**src/rtl/mc_ctrl_pkg.sv**
```systemverilog
// Shared constants and enums for the multi-cycle MIPS control unit:
// opcode/funct encodings, ALU control codes, FSM states and instruction classes.
package mc_ctrl_pkg;

  localparam logic [5:0] OP_RTYPE = 6'b000000;
  localparam logic [5:0] OP_ORI   = 6'b001101;
  localparam logic [5:0] OP_LW    = 6'b100011;
  localparam logic [5:0] OP_SW    = 6'b101011;
  localparam logic [5:0] OP_BEQ   = 6'b000100;

  localparam logic [5:0] FN_ADDU  = 6'b100001;
  localparam logic [5:0] FN_SUBU  = 6'b100011;

  localparam logic [2:0] ALU_ADD  = 3'b010;
  localparam logic [2:0] ALU_SUB  = 3'b110;
  localparam logic [2:0] ALU_OR   = 3'b001;

  typedef enum logic [2:0] {
    FETCH, DECODE, EXE, MEM_RD, MEM_WR, WB, BR, HALT
  } state_t;

  typedef enum logic [2:0] {
    RTYPE, ORI, LW, SW, BEQ, ILL
  } iclass_t;

endpackage

```
**src/rtl/mc_ctrl_if.sv**
```systemverilog
// Datapath <-> control bundle. master = control unit (drives selects/enables),
// slave = datapath (drives instruction word and ALU zero flag).
interface mc_ctrl_if #(
  parameter int CNT_W = 32
);
  logic [31:0]      instr;
  logic             zero;
  logic             RegDst;
  logic             ALUSr;
  logic             MemtoReg;
  logic             RegWrite;
  logic             MemWrite;
  logic             nPC_sel;
  logic             ExtOp;
  logic [2:0]       ALUct;
  logic             PCWr;
  logic             IRWr;
  logic             retired;
  logic [CNT_W-1:0] retired_cnt;
  logic             illegal;

  modport master (
    input  instr, zero,
    output RegDst, ALUSr, MemtoReg, RegWrite, MemWrite, nPC_sel, ExtOp,
           ALUct, PCWr, IRWr, retired, retired_cnt, illegal
  );

  modport slave (
    output instr, zero,
    input  RegDst, ALUSr, MemtoReg, RegWrite, MemWrite, nPC_sel, ExtOp,
           ALUct, PCWr, IRWr, retired, retired_cnt, illegal
  );
endinterface

```
**src/rtl/mc_ctrl_dec.sv**
```systemverilog
// Combinational opcode/funct -> instruction-class decoder.
module mc_ctrl_dec
  import mc_ctrl_pkg::*;
(
  input  logic [5:0] op,
  input  logic [5:0] fn,
  output iclass_t    cls
);

  always_comb begin
    cls = ILL;
    case (op)
      OP_RTYPE: if (fn == FN_ADDU || fn == FN_SUBU) cls = RTYPE;
      OP_ORI:   cls = ORI;
      OP_LW:    cls = LW;
      OP_SW:    cls = SW;
      OP_BEQ:   cls = BEQ;
      default:  cls = ILL;
    endcase
  end

endmodule

```
**src/rtl/mc_ctrl.sv**
```systemverilog
// Multi-cycle MIPS control FSM with retired-instruction counter.
// Define MC_ILLEGAL_TRAP_EN to trap illegal instructions in a sticky HALT state.
module mc_ctrl
  import mc_ctrl_pkg::*;
#(
  parameter int CNT_W = 32
) (
  input  logic      clk,
  input  logic      reset,
  mc_ctrl_if.master bus
);

  state_t           state_q, state_d;
  logic [5:0]       op_q, op_d, fn_q, fn_d;
  logic [CNT_W-1:0] cnt_q, cnt_d;
  logic [5:0]       dec_op, dec_fn;
  iclass_t          cls;
  logic             ret;

  // The IR is only valid from DECODE, so decode it live there and from the latched copy afterwards.
  assign dec_op = (state_q == DECODE) ? bus.instr[31:26] : op_q;
  assign dec_fn = (state_q == DECODE) ? bus.instr[5:0]   : fn_q;

  mc_ctrl_dec u_dec (
    .op  (dec_op),
    .fn  (dec_fn),
    .cls (cls)
  );

  always_comb begin
    state_d      = state_q;
    op_d         = op_q;
    fn_d         = fn_q;
    ret          = 1'b0;
    bus.RegDst   = 1'b0;
    bus.ALUSr    = 1'b0;
    bus.MemtoReg = 1'b0;
    bus.RegWrite = 1'b0;
    bus.MemWrite = 1'b0;
    bus.nPC_sel  = 1'b0;
    bus.ExtOp    = 1'b0;
    bus.ALUct    = 3'b000;
    bus.PCWr     = 1'b0;
    bus.IRWr     = 1'b0;
    case (state_q)
      FETCH: begin
        bus.IRWr = 1'b1;
        bus.PCWr = 1'b1;
        state_d  = DECODE;
      end
      DECODE: begin
        op_d = bus.instr[31:26];
        fn_d = bus.instr[5:0];
        case (cls)
          BEQ: state_d = BR;
          ILL: begin
`ifdef MC_ILLEGAL_TRAP_EN
            state_d = HALT;
`else
            state_d = FETCH;
            ret     = 1'b1;
`endif
          end
          default: state_d = EXE;
        endcase
      end
      EXE, MEM_RD, MEM_WR, WB: begin
        // Selects stay stable from EXE through the last state of the instruction.
        case (cls)
          RTYPE:   bus.ALUct = (fn_q == FN_SUBU) ? ALU_SUB : ALU_ADD;
          ORI: begin
            bus.ALUSr = 1'b1;
            bus.ALUct = ALU_OR;
          end
          default: begin
            bus.ALUSr = 1'b1;
            bus.ExtOp = 1'b1;
            bus.ALUct = ALU_ADD;
          end
        endcase
        case (state_q)
          EXE:     state_d = (cls == LW) ? MEM_RD : (cls == SW) ? MEM_WR : WB;
          MEM_RD:  state_d = WB;
          MEM_WR: begin
            bus.MemWrite = 1'b1;
            ret          = 1'b1;
            state_d      = FETCH;
          end
          default: begin
            bus.RegWrite = 1'b1;
            bus.RegDst   = (cls == RTYPE);
            bus.MemtoReg = (cls == LW);
            ret          = 1'b1;
            state_d      = FETCH;
          end
        endcase
      end
      BR: begin
        bus.ALUct   = ALU_SUB;
        bus.nPC_sel = 1'b1;
        bus.PCWr    = bus.zero;
        bus.ExtOp   = 1'b1;
        ret         = 1'b1;
        state_d     = FETCH;
      end
      HALT:    state_d = HALT;
      default: state_d = FETCH;
    endcase
    if (reset) begin
      bus.PCWr     = 1'b0;
      bus.IRWr     = 1'b0;
      bus.RegWrite = 1'b0;
      bus.MemWrite = 1'b0;
      ret          = 1'b0;
    end
    cnt_d = cnt_q + {{(CNT_W-1){1'b0}}, ret};
  end

  always_ff @(posedge clk) begin
    if (reset) begin
      state_q <= FETCH;
      cnt_q   <= '0;
    end else begin
      state_q <= state_d;
      cnt_q   <= cnt_d;
    end
    op_q <= op_d;
    fn_q <= fn_d;
  end

`ifdef MC_ILLEGAL_TRAP_EN
  logic illegal_q, illegal_d;

  assign illegal_d = illegal_q | (state_d == HALT);

  always_ff @(posedge clk) begin
    if (reset) illegal_q <= 1'b0;
    else       illegal_q <= illegal_d;
  end

  assign bus.illegal = illegal_q;
`else
  assign bus.illegal = 1'b0;
`endif

  assign bus.retired     = ret;
  assign bus.retired_cnt = cnt_q;

endmodule
```
**src/flat_wrapper.sv**
```systemverilog
// flat-port wrapper written by rule: the top's interface ports become plain ports
module mc_ctrl_flat import mc_ctrl_pkg::*;
#(
  parameter int CNT_W = 32
)
  (clk, reset, bus_instr, bus_zero, bus_RegDst, bus_ALUSr, bus_MemtoReg, bus_RegWrite, bus_MemWrite, bus_nPC_sel, bus_ExtOp, bus_ALUct, bus_PCWr, bus_IRWr, bus_retired, bus_retired_cnt, bus_illegal);
  mc_ctrl_if #(.CNT_W(CNT_W)) bus_i ();
  input  logic clk;
  input  logic reset;
  input wire logic [$bits(bus_i.instr)-1:0] bus_instr;
  input wire logic [$bits(bus_i.zero)-1:0] bus_zero;
  output wire logic [$bits(bus_i.RegDst)-1:0] bus_RegDst;
  output wire logic [$bits(bus_i.ALUSr)-1:0] bus_ALUSr;
  output wire logic [$bits(bus_i.MemtoReg)-1:0] bus_MemtoReg;
  output wire logic [$bits(bus_i.RegWrite)-1:0] bus_RegWrite;
  output wire logic [$bits(bus_i.MemWrite)-1:0] bus_MemWrite;
  output wire logic [$bits(bus_i.nPC_sel)-1:0] bus_nPC_sel;
  output wire logic [$bits(bus_i.ExtOp)-1:0] bus_ExtOp;
  output wire logic [$bits(bus_i.ALUct)-1:0] bus_ALUct;
  output wire logic [$bits(bus_i.PCWr)-1:0] bus_PCWr;
  output wire logic [$bits(bus_i.IRWr)-1:0] bus_IRWr;
  output wire logic [$bits(bus_i.retired)-1:0] bus_retired;
  output wire logic [$bits(bus_i.retired_cnt)-1:0] bus_retired_cnt;
  output wire logic [$bits(bus_i.illegal)-1:0] bus_illegal;
  assign bus_i.instr = bus_instr;
  assign bus_i.zero = bus_zero;
  assign bus_RegDst = bus_i.RegDst;
  assign bus_ALUSr = bus_i.ALUSr;
  assign bus_MemtoReg = bus_i.MemtoReg;
  assign bus_RegWrite = bus_i.RegWrite;
  assign bus_MemWrite = bus_i.MemWrite;
  assign bus_nPC_sel = bus_i.nPC_sel;
  assign bus_ExtOp = bus_i.ExtOp;
  assign bus_ALUct = bus_i.ALUct;
  assign bus_PCWr = bus_i.PCWr;
  assign bus_IRWr = bus_i.IRWr;
  assign bus_retired = bus_i.retired;
  assign bus_retired_cnt = bus_i.retired_cnt;
  assign bus_illegal = bus_i.illegal;
  mc_ctrl #(.CNT_W(CNT_W)) u_core (.clk(clk), .reset(reset), .bus(bus_i));
endmodule
```
**config.mk**
```make
export PLATFORM = sky130hd
export DESIGN_NAME = mc_ctrl_flat
export DESIGN_NICKNAME = d
export VERILOG_FILES = /design/src/rtl/mc_ctrl_pkg.sv /design/src/rtl/mc_ctrl_if.sv /design/src/rtl/mc_ctrl_dec.sv /design/src/rtl/mc_ctrl.sv /design/src/flat_wrapper.sv
export SDC_FILE = /design/constraint.sdc
export NUM_CORES = 1
export LEC_CHECK = 0
export BUFFER_PORTS_ARGS = -buffer_cell sky130_fd_sc_hd__buf_4
export CORE_MARGIN = 4
export CORE_UTILIZATION = 54
export DETAILED_ROUTE_END_ITERATION = 6
export PLACE_DENSITY_LB_ADDON = 0.12
export SYNTH_ARGS = -nofsm -noshare
export SYNTH_HDL_FRONTEND = slang
export SYNTH_SLANG_ARGS = --single-unit
```
**constraint.sdc**
```tcl
create_clock -name clk -period 8.6 [get_ports clk]
set_input_delay 2.15 -clock clk [delete_from_list [all_inputs] [get_ports clk]]
set_output_delay 2.15 -clock clk [all_outputs]
set_load 0.005 [all_outputs]
```
### Word level (Yosys, flattened, before mapping)

Cells that the tools add are included.

* add/subtract/negate cells: 1
* equality and inequality tests: 19
* muxes and demuxes: 35
* reduce and logical (&&, ||, !) cells: 8

Operators with widths (count)
* $add 32x1->32: 1
* $eq 6x6->1 const B: 5
* $pmux 3 s5: 2
* $pmux 3 s2: 4
* $mux 1: 21
* $eq 3x3->1 const B: 6
* $eq 3x2->1 const B: 4
* $mux 6: 2
* $mux 3: 3
* $eq 3x1->1 const B: 2
* $eq 6x3->1 const B: 1
* $eq 6x4->1 const B: 1
* $logic_not 3->1: 2
* $logic_not 6->1: 1
* $pmux 1 s2: 2
* $reduce_or 2->1: 2
* $reduce_or 4->1: 1
* $pmux 1 s3: 1
* $reduce_or 3->1: 1
* $logic_or 1x1->1: 1

* register bits after elaboration: 47
* input bits: 35
* output and inout bits: 46
* logic and storage cells: 67

### Logic depth before layout (Yosys ltp)

* depth in word-level cells: 11
* gate-level depth with buffers: 14
* depth with buffers taken out: 13

### By module

From an unflattened synthesis, not the netlist that was laid out.

* cells, all modules: 260
* area, all modules: 2307.2 um2

By module, submodules not included
* mc_ctrl: times used 1, cells each 244, area an instance 2162.1 um2, sequential area each 940.9 um2
* mc_ctrl_dec: times used 1, cells each 16, area an instance 145.1 um2, sequential area each 0.0 um2

### Worst setup path after synthesis

Ideal clock, no wire load.

* kind: input -> output
* start point: in bus_instr[30]
* end point: out bus_retired
* arrival time: 3.006 ns
* data required time: 6.450 ns
* slack: 3.444 ns
* stages on the path: 5
* buffers on the path: 0
* cells stage by stage: nor4_1 -> nand2_1 -> o22a_1 -> o211ai_1 -> a21oi_1

* longest elaborated chain between the ends: 7
* elaborated cells between the ends (all ways): 11
* those cells by class: 5 x eq/ne; 5 x mux; 1 x reduce/logical

RTL lines
* start: declaration: RTL line flat_wrapper.sv:10 `input wire logic [$bits(bus_i.instr)-1:0] bus_instr;`
* $mux 6 (*)
* $eq 6x3->1, or another cell as far along: RTL line mc_ctrl_dec.sv:12 `case (op)`
* $pmux 3 s5 (*): RTL line mc_ctrl_dec.sv:12
* $eq 3x3->1 (*): RTL line mc_ctrl.sv:54 `case (cls)`
* $mux 1 (*): RTL line mc_ctrl.sv:54
* $pmux 1 s3 (*): RTL line mc_ctrl.sv:45 `case (state_q)`
* $mux 1 (*): RTL line mc_ctrl.sv:109 `if (reset) begin`
* end: declaration: RTL line flat_wrapper.sv:22 `output wire logic [$bits(bus_i.retired)-1:0] bus_retired;`

Every way passes the cells marked *; elsewhere a longest branch is shown, timed or not.

### Final worst setup path

Same ends and word-level chain as after synthesis.

==> flow_metrics.py <==
metrics = {
    "outcome": {
        "status": "completed",
    },
    "power_and_ir_drop": {
        "combPwrFrac_pct": 10.9,
        "powerDensity_mw_per_mm2": 162,
        "peakVddDrop_mv": 0.0932,
        "clockPowerShare_pct": 39.3,
        "finalPower_uw": 487,
        "switching_share_pct": 23.8,
        "intPower_uw": 371,
        "power_switching_uw": 116,
        "seqPwrFrac_pct": 49.8,
        "p_leak_nw": 1.24,
    },
    "setup_path": {
        "r2r-start": "u_core.state_q[2]",
        "cp-endpoint": "bus_retired",
        "rr_endpoint": "u_core.bus.retired_cnt[20]",
        "crit_path_max_fanout": 5,
        "r2r_slack_ps": 4680,
        "cp.arrival_ps": 3470,
        "crit_type": "in2out",
        "start_kind": "input port",
        "cp.required_ps": 6450,
        "r2r_cells": 12,
        "crit_path_start": "bus_instr[30]",
        "end_kind": "output port",
    },
    "min_path": {
        "hp-class": "reg2reg",
    },
    "clock_network": {
        "cts-resized-gates": 0,
        "cts_buffers": 5,
        "cts_setup_buffers": 0,
        "clock_sink_count": 47,
        "clockBufferDepth": 2,
        "clk_latency_ps": 300,
        "clkSlewWorstSetupHoldPaths_ps": 90,
        "cts-root-buf": "clkbuf_8",
        "cts_tree": "done",
        "hold_buffers": 0,
        "htreeDepth": 2,
    },
    "sta": {
        "hold_slack_ps": 443,
        "tns_ps": 0,
        "rsz0062_at_grt": "no",
        "setup_viol_count_final": 0,
        "relSlewSlack_pct": 38.5,
        "max_freq_mhz": 178,
        "fin_worst_skew_ps": 4.70,
        "hold_viol": 0,
        "final.period_utilization_pct": 65.3,
        "finalMaxSlewViolations": 0,
        "tightest_slew_ps": 914,
        "layout_min_cycle_time_ps": 5620,
    },
    "synth": {
        "async_flop_share_pct": 0,
        "synth-edff-count": 0,
        "synth_area_leader_cell": "dfxtp_1",
        "synthCells": 300,
        "synth_cell_type_count": 49,
        "synth_area_leaders": "dfxtp_1, nor2_1, nand2_1",
        "yosysSeqAreaShare_pct": 38.8,
        "synth.cell_area_mm2": 0.00242,
        "synth-seq-cells": 47,
        "ys.flop_type": "dfxtp_1",
        "synth_nets": 340,
        "synth_top_area_share_pct": 38.8,
        "synth.avg_cell_area_um2": 8.08,
        "yosysWarnings": 0,
    },
    "grt": {
        "gr-total-overflow": 0,
        "grt_pass1_wl_um": 8810,
        "grt_use_total_pct": 19.9,
        "antenna_found_initial": 0,
        "grt_max_degree": 42,
        "grt_pass1_vias": 1976,
    },
    "detailed_routing": {
        "route.detailed.drc": 0,
        "first_iter_violations": 99,
        "viasPerCell": 5.43,
        "routed_wl_um": 5380,
        "drtAntennaViolNets": 0,
        "dr.pass1.iters": 4,
        "routed-via-count": 2211,
        "drt-wirelength-per-cell_um": 13.2,
    },
    "floorplanning": {
        "die_y_um": 75.0,
        "die_x_um": 75.0,
        "core_mm2": 0.00435,
        "rows": 24,
        "ios": 81,
        "start_util_pct": 55.7,
        "dieArea_mm2": 0.00562,
    },
    "layout": {
        "final_nets": 394,
        "seq_area_um2": 941,
        "multi_input_area_mm2": 0.00138,
        "fillers": 384,
        "area_delta_synth_final_pct": 24.2,
        "antenna_cells": 0,
        "final_common_cell": "buf_4",
        "final_cell_mix": "buf_4, nor2_1, nand2_1, dfxtp_1, xnor2_1",
        "post_route_cells_drive_above_1_share_pct": 22.0,
    },
    "place": {
        "place_congestion": 0.834,
        "dp_hpwl_um": 3940,
        "portBuffers": 59,
    },
    "flow_run": {
        "max_cap_violations": 0,
    },
}
## synthesized netlist by cell type (2+ instances only)
| library cell | instances |
|---|---|
| nor2_1 | 50 |
| o31ai_1 | 2 |
| ha_1 | 5 |
| or4_4 | 2 |
| dfxtp_1 | 47 |
| buf_2 | 3 |
| a21oi_1 | 7 |
| nand3_1 | 11 |
| nand2_1 | 47 |
| nor4_2 | 3 |
| o21bai_1 | 2 |
| buf_1 | 2 |
| nand2b_1 | 4 |
| nand3b_1 | 2 |
| nand4b_1 | 2 |
| o32ai_1 | 2 |
| xor2_1 | 13 |
| and4_1 | 4 |
| clkbuf_1 | 5 |
| nor4_1 | 9 |
| o21ai_0 | 8 |
| xnor2_1 | 15 |
| o211ai_1 | 2 |
| nor3_1 | 5 |
| inv_1 | 10 |
| nor2b_1 | 3 |
| nand4_1 | 7 |
| and4b_1 | 2 |
| or3_1 | 6 |
## power by group through the flow
| stage | clock network, mW | logic, mW | registers (mW) |
|---|---|---|---|
| floorplan | 0 | 0.0371 | 0.243 |
| global placement | 0 | 0.0515 | 0.247 |
| detailed placement | 0 | 0.0527 | 0.247 |
| CTS | 0.194 | 0.0528 | 0.242 |
| global route | 0.205 | 0.0598 | 0.245 |
| finish | 0.191 | 0.0528 | 0.243 |
## metrics by stage
step	util, %	cells	setup WS, ps	instance area [µm²]
after floorplan	-	300	3440	2420
after global placement	66.0	399	3020	2870
after detailed placement	66.0	399	3000	2870
after CTS	69.1	407	3000	3010
after global routing	69.1	407	2890	3010
final	69.1	407	2980	3010
## layout make-up
class,count,area share (%)
Multi-Input combinational cell,230,45.8
Sequential cell,47,31.3
Timing Repair Buffer,60,15.0
Clock buffer,5,2.29
Clock inverter,3,2.24
Tap cell,52,2.16
Inverter,10,1.25
## logic make-up after synthesis
kind of cell               after synthesis  share of synthesized area (%)
muxes                                    2                          0.878
DFF                                     47                           38.8
AOI/OAI and AO/OA                       31                           8.36
buffers and inverters                   23                           4.23
xor gates and xnor gates                28                           10.1
adders and majority gates                5                           2.58
other                                    1                          0.155
and+or+nand+nor                        163                           34.8
## sequential cells by signal, summed over array words and instances, names as in the netlist
name,cells
u_core.bus.retired_cnt,32
u_core.fn_q,6
u_core.op_q,6
u_core.state_q,3
## critical path: stages
cell and delay, ps:
buf_4 120, nor4_1 290, nand2_1 130, o22a_1 270, o211ai_1 230, a21oi_1 120
buf_4 160
## worst min-delay path by stage
| stage | end | startpoint | depth (start not counted) | slack, ps |
|---|---|---|---|---|
| finish | u_core.fn_q[4] | u_core.fn_q[4] | 2 | 440 |
| global route | u_core.fn_q[4] | u_core.fn_q[4] | 2 | 470 |
| CTS | u_core.fn_q[4] | u_core.fn_q[4] | 2 | 440 |
| detailed placement | u_core.fn_q[4] | u_core.fn_q[4] | 2 | 430 |
| global placement | u_core.fn_q[5] | u_core.fn_q[5] | 2 | 420 |
| floorplan | u_core.fn_q[5] | u_core.fn_q[5] | 2 | 420 |
## routing by layer
| metal | wire length (µm) | up-vias | global-route usage [%] |
|---|---|---|---|
| met4 | 73 | 0 | 6.92 |
| met5 | 0 | - | 0 |
| li1 | - | 1138 | - |
| met2 | 2620 | 63 | 34.4 |
| met1 | 2380 | 1002 | 24.5 |
| met3 | 305 | 8 | 4.27 |
Power figures use the tool's default switching activity.
